File: src/rtl/mem_arbiter.sv
// Two-master round-robin arbiter in front of a single shared memory slave.
// A grant is registered in IDLE and held for one XFER transaction. The transaction ends on one
// of three events: slave completion, forced completion after TIMEOUT cycles, or the owner
// withdrawing its request. The arbiter always passes through IDLE between two transactions.
module mem_arbiter #(
  parameter int unsigned TIMEOUT = 64
) (
  input  logic        clk24,
  input  logic        resetn,
  input  logic        m0_valid,
  input  logic [31:0] m0_addr,
  input  logic [31:0] m0_wdata,
  input  logic [3:0]  m0_wstrb,
  output logic        m0_ready,
  output logic [31:0] m0_rdata,
  input  logic        m1_valid,
  input  logic [31:0] m1_addr,
  input  logic [31:0] m1_wdata,
  input  logic [3:0]  m1_wstrb,
  output logic        m1_ready,
  output logic [31:0] m1_rdata,
  output logic        s_valid,
  output logic [31:0] s_addr,
  output logic [31:0] s_wdata,
  output logic [3:0]  s_wstrb,
  input  logic        s_ready,
  input  logic [31:0] s_rdata,
  input  logic        err_clr,
  output logic        timeout_err,
  output logic        owner
);

  localparam logic [0:0] StIdle = 1'b0;
  localparam logic [0:0] StXfer = 1'b1;

  // The counter starts at 0 on the first XFER cycle, so TIMEOUT-1 marks XFER cycle TIMEOUT.
  localparam logic [7:0] CntLast = 8'(TIMEOUT - 1);

  logic [0:0] state_q, state_d;
  logic [7:0] cnt_q, cnt_d;
  logic       owner_q, owner_d;
  logic       last_q, last_d;   // master served by the most recent completed grant
  logic       err_q, err_d;

  logic in_xfer;
  logic own_valid;
  logic done_ok;
  logic done_to;
  logic done;

  // Completion decode for the current owner
  always_comb begin
    in_xfer   = (state_q == StXfer);
    own_valid = owner_q ? m1_valid : m0_valid;
    // A withdrawn request takes priority: nothing is reported to a master that left.
    done_ok   = in_xfer && own_valid && s_ready;
    done_to   = in_xfer && own_valid && !s_ready && (cnt_q == CntLast);
    done      = done_ok || done_to;
  end

  // Next-state logic: grant selection, XFER cycle counting, round-robin and sticky error update
  always_comb begin
    state_d = state_q;
    cnt_d   = cnt_q;
    owner_d = owner_q;
    last_d  = last_q;
    unique case (state_q)
      StIdle: begin
        if (m0_valid || m1_valid) begin
          state_d = StXfer;
          cnt_d   = 8'd0;
          // On contention the master that was not served last wins.
          owner_d = (m0_valid && m1_valid) ? ~last_q : m1_valid;
        end
      end
      StXfer: begin
        if (!own_valid || done) begin
          state_d = StIdle;
        end else begin
          cnt_d = cnt_q + 8'd1;
        end
        if (done) begin
          last_d = owner_q;
        end
      end
      default: state_d = StIdle;
    endcase
    // Setting on a forced completion wins over a simultaneous clear.
    if (done_to) begin
      err_d = 1'b1;
    end else if (err_clr) begin
      err_d = 1'b0;
    end else begin
      err_d = err_q;
    end
  end

  // State registers with asynchronous active-low reset
  always_ff @(posedge clk24 or negedge resetn) begin
    if (!resetn) begin
      state_q <= StIdle;
      cnt_q   <= 8'd0;
      owner_q <= 1'b0;
      last_q  <= 1'b1;
      err_q   <= 1'b0;
    end else begin
      state_q <= state_d;
      cnt_q   <= cnt_d;
      owner_q <= owner_d;
      last_q  <= last_d;
      err_q   <= err_d;
    end
  end

  // Slave request mux and per-master completion outputs
  always_comb begin
    s_valid     = in_xfer;
    s_addr      = owner_q ? m1_addr  : m0_addr;
    s_wdata     = owner_q ? m1_wdata : m0_wdata;
    s_wstrb     = in_xfer ? (owner_q ? m1_wstrb : m0_wstrb) : 4'h0;
    m0_ready    = done && !owner_q;
    m1_ready    = done && owner_q;
    m0_rdata    = (done_ok && !owner_q) ? s_rdata : 32'h0;
    m1_rdata    = (done_ok && owner_q) ? s_rdata : 32'h0;
    timeout_err = err_q;
    owner       = owner_q;
  end

endmodule

File: config.mk
export PLATFORM = sky130hd
export DESIGN_NAME = mem_arbiter
export DESIGN_NICKNAME = d
export VERILOG_FILES = /design/src/rtl/mem_arbiter.sv
export SDC_FILE = /design/constraint.sdc
export NUM_CORES = 1
export LEC_CHECK = 0
export ABC_AREA = 0
export CAP_MARGIN = 20
export CORE_AREA = 2 2 121 123
export CTS_CLUSTER_DIAMETER = 200
export DETAILED_ROUTE_END_ITERATION = 16
export DIE_AREA = 0 0 123 125
export PLACE_DENSITY = 0.61
export SYNTH_ARGS = -nofsm -noshare
export SYNTH_HDL_FRONTEND = slang
export SYNTH_SLANG_ARGS = --single-unit
export TNS_END_PERCENT = 1
File: constraint.sdc
create_clock -name clk24 -period 5 [get_ports clk24]
set_clock_uncertainty 0.2 [all_clocks]
set_input_delay 1 -clock clk24 [delete_from_list [all_inputs] [get_ports clk24]]
set_output_delay 1 -clock clk24 [all_outputs]
set_load 0.02 [all_outputs]
; After elaboration in Yosys (flattened, before gate mapping)
; Cells that the tools add are included.
[op_classes]
add_sub_neg = 1
eq_ne = 3
muxes = 16
n_bitwise = 2
n_reduce_logical = 19
[op_table]
columns = cell, n
row1 = 32-bit two-way mux, 4
row2 = 8-bit two-way mux, 2
row3 = 8-bit one-hot mux with 2 select lines, 1
row4 = 1-bit logical AND, 9
row5 = 8-bit by 1-bit adder with 8-bit output (second input constant), 1
row6 = 8-bit by 6-bit equality test with 1-bit output (second input constant), 1
row7 = 4-bit two-way mux, 2
row8 = 1-bit two-way mux, 6
row9 = 2-bit AND reduction, 3
row10 = 2-bit inequality test (second input constant), 2
row11 = 1-bit logical NOT, 3
row12 = 1-bit logical OR, 3
row13 = 1-bit NOT, 2
row14 = 1-bit one-hot mux with 2 select lines, 1
row15 = 2-bit nonzero test, 1
[totals]
regBits = 12
in_bits = 174

; Longest topological paths before layout
; Gate-level depths: netlist of run 1.
[depth]
ltp_word = 8
mapped_depth = 5
depth_no_buf = 5

; Worst setup path before layout of run 1
; No wires, ideal clock.
[synth_path]
path_kind = input port to output port
start = input port m0_valid
end = output port m0_rdata[10]
arrival_ps = 1906
slack_ps = 1894
cell_stages = 5
n_path_buf = 1
path_cell_list = mux2_4 > nand3_1 > nor2_1 > clkbuf_1 > and2_1
[synth_between]
elab_chain_len = 5
[synth_lines]
columns = element, line_no
row1 = "start, declared", 10  ; input logic m0_valid,
row2 = 1-bit two-way mux, 54  ; own_valid = owner_q ? m1_valid : m0_valid;
row3 = 1-bit logical AND (2 in a row), 56  ; done_ok = in_xfer && own_valid && s_ready;
row4 = 1-bit logical AND, 123  ; m0_rdata = (done_ok && !owner_q) ? s_rdata : 32'h0;
row5 = 32-bit two-way mux, 123
row6 = "end, declared", 15  ; output logic [31:0] m0_rdata,
; No other way between the ends.

; Worst setup path after layout of run 1
[layout_path]
start = input port m0_valid
end = output port m0_rdata[5]
; The elaborated chain is that of the path after synthesis.

==> impl_results.md, run 1 <==
* HP Start: cnt_q[4]
* Reg2Reg Capture Point: cnt_q[6]
* Master cell of the clock root buffer: sky130_fd_sc_hd__clkbuf_16
* HP Class: flip-flop to flip-flop
* First-pass GRT wire length at 17100 µm
* Area used by sequential logic in the layout at 305 µm²
* Number of routed nets with antenna violations at 0
* Relative slew slack at 0.588
* Multi-input logic area at 0.00156 mm²
* Worst Setup Start Kind: input port
* Hold Path Stages at 1
* Total I/O pin count at 311
* Clock H-tree levels at 1
* #FFs+latches synth at 12
* Placement row count at 44
* Clock sinks at 12
* Final Hold Violating Endpoints at 0
* Post-CTS Resized at 0
* Total negative slack for setup checks at 0 ns
* Status: finished, final reports clean
* Maximum root-to-sink buffer count at 2
* Core Util, Final at 0.375
* Area inside the core boundary at 0.0142 mm²
* Finished Cell Area at 0.00532 mm²
* Number of enable-type register cells in the synthesized netlist at 0
* Required time of the critical path at 3.80 ns
* Global placer's final weighted congestion at 0.869
* Post-layout net count at 697
* Critical path class: input port to primary output
* Final max-slew violation count at 0
* Max-capacitance violation count at 0
* Synth Instances at 218
* Fraction of synthesized cell area taken by the top area cell type at 0.379
* Part of the Yosys area used for sequential elements at 0.156
* Number of buffers added to fix hold violations after cts at 0
* Hold-critical path endpoint: cnt_q[4]
* Worst reg-to-reg path cell count at 5
* Largest net degree at the start of global routing at 40
* Endpoint kind of the worst setup timing path: primary output
* Per-cell via count in the routed design at 3.96
* DRC violations left at 0
* Number of global-route vias before repair at 2927
* Total die area at 0.0154 mm²
* Total power of the final layout at 1710 µW
* Ys Warns at 0
* RSZ-0062 raised after global routing: false
* Clock latency on the worst-skew pair at 0.24 ns
* Total CTS buffers at 3
* Width of the die at 123 µm
* Clock-pin transition on the worst setup and hold timing paths at 0.04 ns
* Critical path arrival at 3.10 ns
* Synthesized area divided by synthesized cell count at 8.87 µm²
* Initial Utilization at 0.136
* Initial antenna violation count at 0
* Routed length per placed instance at 17.2 µm
* Count of vias placed by the detailed router at 2791
* Post-synth top area cell: sky130_fd_sc_hd__mux2_2
* Sum of net half-perimeters after detailed placement at 10300 µm
* Leak at 0.00202 µW
* GR Util All Layers at 0.144
* Setup slack of the most critical reg-to-reg path at 2.43 ns
* Number of nets in the synthesized netlist at 393
* Drt first pass iters at 4
* Time the worst path needs with I/O delays and setup at 4.30 ns
* Worst reg2reg path startpoint: owner
* Number of diodes at 0
* Fraction of layout instances using a drive strength above 1 at 0.154
* CTS tree: done
* Number of buffers added for setup after CTS at 0
* Count of fill cells added during filler insertion at 1407
* Final setup vio count at 0
* Synth async-reset ratio at 1.00
* Die height at 125 µm
* Biggest fanout along the worst timing path at 32
* Layout overhead on the synthesized area at 175%
* Leading register cell type out of synthesis: sky130_fd_sc_hd__dfrtp_1
* Overflow after GRT at 0
* Area after DPL at 0.00523 mm²
* Cell area after technology mapping at 0.00193 mm²
* VDD IR max at 130 µV
* Achievable clock frequency at 232 MHz
* Ratio of final minimum period to clock period at 0.860
* Number of DRC markers in iteration 0 at 62
* Detailed-route wire length at 12100 µm
* Count of input and output buffers at 310
* Distinct cells, synth at 30
* Ratio of total power to cell area at 321 mW/mm²
* Dominant cells by area after synthesis: sky130_fd_sc_hd__mux2_2 (38%), sky130_fd_sc_hd__and2_1 (21%), sky130_fd_sc_hd__dfrtp_1 (14%)
* Worst-margin pin slew at 0.611 ns
## placed cells by master (no fill, tap or decap), types with 4 or more instances in the layout
| cell type | synthesis | final |
|---|---|---|
| sky130_fd_sc_hd__clkdlybuf4s50_1 | 0 | 310 |
| sky130_fd_sc_hd__and2_1 | 66 | 66 |
| sky130_fd_sc_hd__mux2_2 | 65 | 65 |
| sky130_fd_sc_hd__nor2_1 | 10 | 10 |
| sky130_fd_sc_hd__dfrtp_1 | 11 | 10 |
| sky130_fd_sc_hd__mux2i_1 | 8 | 8 |
| sky130_fd_sc_hd__nand2_1 | 7 | 7 |
| sky130_fd_sc_hd__nand3_1 | 5 | 5 |
| sky130_fd_sc_hd__o31ai_1 | 4 | 4 |
## layer usage
layer  track usage  wire length, µm  up-vias  share of wire
met5             0                0        -              0
met4        0.0147               81        0         0.0067
met3        0.0479             1350        4           0.11
met2         0.270             6120      155           0.50
met1         0.161             4560     1263           0.38
li1              -                -     1369              -
## registers in the layout, summed over array words and instances (netlist names)
| name | cells |
|---|---|
| cnt_q | 8 |
| last_q | 1 |
| owner | 1 |
| s_valid | 1 |
| timeout_err | 1 |
## cells by family (layout without fill, tap and decap cells)
group,after synthesis,in the layout,synth area share
DFF,12,12,0.156
muxes,74,74,0.428
buffers and inverters,17,320,0.0375
AOI/OAI and AO/OA,15,15,0.0595
adders and majority gates,1,1,0.00647
and+or+nand+nor,99,99,0.313
## worst max-delay path by stage
| stage | start | to | slack (ns) | cells after the start |
|---|---|---|---|---|
| after floorplan | m0_valid | m0_rdata[10] | 1.89 | 5 |
| after global placement | m0_valid | m1_rdata[10] | 0.70 | 7 |
| after detailed placement | m0_valid | m0_rdata[12] | 0.69 | 7 |
| after CTS | m0_valid | m0_rdata[5] | 0.68 | 7 |
| after global routing | m0_valid | m0_rdata[5] | 0.57 | 7 |
| final | m0_valid | m0_rdata[5] | 0.70 | 7 |
## stage by stage
step	setup WS (ns)	cells	hold slack [ns]
after floorplan	1.89	218	0.261
after global placement	0.702	701	0.295
after detailed placement	0.687	701	0.288
after CTS	0.682	705	0.302
after global routing	0.574	705	0.339
final	0.699	705	0.301
## Yosys cell counts, drive strengths merged (2+ instances only)
cell type and number:
a21oi 2, and2 66, buf 7, clkbuf 7
dfrtp 11, inv 3, mux2 66, mux2i 8
nand2 7, nand2b 2, nand3 5, nor2 10
o211ai 2, o21ai 3, o31ai 4, or4 4
## area by class of cell
cell class | instances | share of cell area
Clock buffer | 4 | 0.0167
Inverter | 3 | 0.00212
Multi-Input combinational cell | 189 | 0.293
Sequential cell | 12 | 0.0574
Tap cell | 184 | 0.0433
Timing Repair Buffer | 313 | 0.587
## power by group
group	internal [µW]	total, µW	switching, µW	leakage, µW
logic	741	1360	615	0.00181
clock network	121	161	40.3	0.0000442
registers	119	192	73.3	0.000158
## worst max-delay path: stages
cell                              delay [ns]
sky130_fd_sc_hd__clkdlybuf4s50_1        0.57
sky130_fd_sc_hd__mux2_4                 0.22
sky130_fd_sc_hd__nand3_1                0.10
sky130_fd_sc_hd__nor2_1                 0.10
sky130_fd_sc_hd__buf_4                  0.27
sky130_fd_sc_hd__and2_1                 0.18
sky130_fd_sc_hd__clkdlybuf4s50_1        0.63
No activity file was read; power rests on OpenSTA's default activity.
==> run 2, diff against run 1 <==
- ABC_CLOCK_PERIOD_IN_PS: unset -> 5000
- GPL_TIMING_DRIVEN: unset -> 0
==> run 2 against run 1 <==
  * Core utilization is 0.18 points higher
  * Worst hold slack gained 0.0055 ns
  * Design area increased by 0.47%
  * Power increased by 1.0%
  * Non-clock buffer count rose by 11
  * Via count rose by 3.7%
  * Combinational power increased by 6%
  * Die area stayed put
  * Register-to-register slack improved by 0.59 ns
  * Critical path depth did not move
  * Clock power is 9% lower
  * Largest cell class unchanged
==> impl_results.md, run 2 (same netlist as run 1, synthesis figures left out) <==
* Overflow after GRT at 0 (unchanged)
* Total CTS buffers at 3 (unchanged)
* Leak at 0.00203 µW (+0.75%)
* Achievable clock frequency at 217 MHz (-6.8%)
* Total I/O pin count at 311 (unchanged)
* First-pass GRT wire length at 17600 µm (+2.7%)
* Max-capacitance violation count at 0 (unchanged)
* Die height at 125 µm (unchanged)
* Count of vias placed by the detailed router at 2894 (+3.7%)
* DRC violations left at 0 (unchanged)
* Fraction of layout instances using a drive strength above 1 at 0.154 (+0.000584)
* VDD IR max at 125 µV (-4.0%)
* Register with the highest flop count: cnt_q
* Buffers and inverters on the worst path at 3 (unchanged)
* Relative slew slack at 0.614 (+0.0258)
* Status: finished, final reports clean
* Global placer's final weighted congestion at 0.849 (-2.3%)
* Ratio of total power to cell area at 323 mW/mm² (+0.57%)
* Count of fill cells added during filler insertion at 1421 (+1.0%)
* Layout overhead on the synthesized area at 177%
* Cell repeated most along the worst path: sky130_fd_sc_hd__clkdlybuf4s50_1
* Post-CTS Resized at 0 (unchanged)
* Final setup vio count at 0 (unchanged)
* GR Util All Layers at 0.147 (+0.00304)
* Critical path cell sequence: clkdlybuf4s50_1 > mux2_4 > nand3_1 > nor2_1 > clkbuf_1 > and2_1 > clkdlybuf4s50_1
* Number of buffers added for setup after CTS at 0 (unchanged)
* Total die area at 0.0154 mm² (unchanged)
* Count of input and output buffers at 310 (unchanged)
* CTS tree: done
* Critical path class: input port to primary output
* Clock H-tree levels at 1 (unchanged)
* Post-layout net count at 708 (+1.6%)
* Number of diodes at 0 (unchanged)
* Critical path arrival at 3.42 ns (+0.32 ns)
* Number of DRC markers in iteration 0 at 51 (-18%)
* CP top delay family: buffers and inverters
* Most common cell after layout, fill and taps aside: sky130_fd_sc_hd__clkdlybuf4s50_1
* Master cell of the clock root buffer: sky130_fd_sc_hd__clkbuf_16
* Routed length per placed instance at 17.3 µm (+0.93%)
* Total power of the final layout at 1730 µW (+1.0%)
* Detailed-route wire length at 12400 µm (+2.5%)
* Required time of the critical path at 3.80 ns (about the same)
* Placement row count at 44 (unchanged)
* Number of buffers added to fix hold violations after cts at 0 (unchanged)
* Maximum root-to-sink buffer count at 2 (unchanged)
* Time the worst path needs with I/O delays and setup at 4.62 ns (+0.314 ns)
* Clock-pin transition on the worst setup and hold timing paths at 0.04 ns (about the same)
* Worst Setup Start Kind: input port
* Total negative slack for setup checks at 0 ns (unchanged)
* Biggest fanout along the worst timing path at 10 (-69%)
* Final Hold Violating Endpoints at 0 (unchanged)
* HP Class: flip-flop to flip-flop
* RSZ-0062 raised after global routing: false
* Largest net degree at the start of global routing at 13 (-68%)
* Worst path max stage delay at 0.64 ns (about the same)
* Drt first pass iters at 4 (unchanged)
* Clock sinks at 12 (unchanged)
* Initial antenna violation count at 0 (unchanged)
* Area inside the core boundary at 0.0142 mm² (unchanged)
* Flip-flop count of the largest register after layout at 8 (unchanged)
* Width of the die at 123 µm (unchanged)
* Ratio of final minimum period to clock period at 0.923 (+0.0629)
* Initial Utilization at 0.136 (unchanged)
* Worst-margin pin slew at 0.573 ns (-0.0383 ns)
* Number of global-route vias before repair at 3060 (+4.5%)
* Final max-slew violation count at 0 (unchanged)
* Per-cell via count in the routed design at 4.04 (+2.1%)
* Critical-path cell with the highest stage delay: sky130_fd_sc_hd__clkdlybuf4s50_1
* Most used cells in the layout excluding fill and tap cells: sky130_fd_sc_hd__clkdlybuf4s50_1 (310), sky130_fd_sc_hd__and2_1 (66), sky130_fd_sc_hd__mux2_2 (65)
* Number of routed nets with antenna violations at 0 (unchanged)
* Sum of net half-perimeters after detailed placement at 10600 µm (+3.0%)
* Clock latency on the worst-skew pair at 0.24 ns (about the same)
* Endpoint kind of the worst setup timing path: primary output
-- run 2: cell count changes in the layout (fill, tap and decap cells not counted), sizes merged --
cell    change
clkbuf      +7
buf         +4
-- run 2: cell type report --
type,count,area (µm²),area share
repair buffers,310,3100,0.581
flip-flops and latches,12,302,0.0564
well taps,184,230,0.0431
multi-input cells,189,1560,0.292
clock buffers,4,78.8,0.0147
plain buffers,14,61.3,0.0115
inverters,3,11.3,0.00211
-- run 2: through the flow --
stage                util  cells  instance area (µm²)  worst slack, ns  hold slack, ns
floorplan               -    218                 1930             1.89           0.261
global placement    0.371    712                 5270            0.346           0.285
detailed placement  0.371    712                 5270            0.364           0.294
CTS                 0.376    716                 5350            0.347           0.316
global route        0.376    716                 5350            0.201           0.352
finish              0.376    716                 5350            0.384           0.307
-- run 2: path summary, 6_finish.rpt --
kind                       cells after the start          end     start  slack, ns
min                                            1     cnt_q[4]  cnt_q[4]       0.31
max                                            7  m1_rdata[4]  m1_valid       0.38
max in group asynchronous                      1       last_q    resetn       3.31
max reg2reg                                    5       last_q  cnt_q[0]       3.02
min in group asynchronous                      1      s_valid    resetn       0.92
min reg2reg                                    1     cnt_q[4]  cnt_q[4]       0.31
-- run 2: power breakdown --
part	switching [µW]	total, µW	internal [µW]
clock network	39.3	146	107
logic	686	1440	756
registers	21.7	138	117
-- run 2: metal layers --
metal,part of all wire,up-vias,track usage
li1,-,1399,-
met1,0.37,1307,0.158
met2,0.49,172,0.276
met3,0.11,16,0.0502
met4,0.022,0,0.0301
met5,0,-,0
==> run 3, diff against run 2 <==
- CTS_CLUSTER_DIAMETER: 200 -> 30
- SLEW_MARGIN: unset -> 30
==> results of run 3 <==
No change in the layout: final DEF, timing and power equal those of run 2.
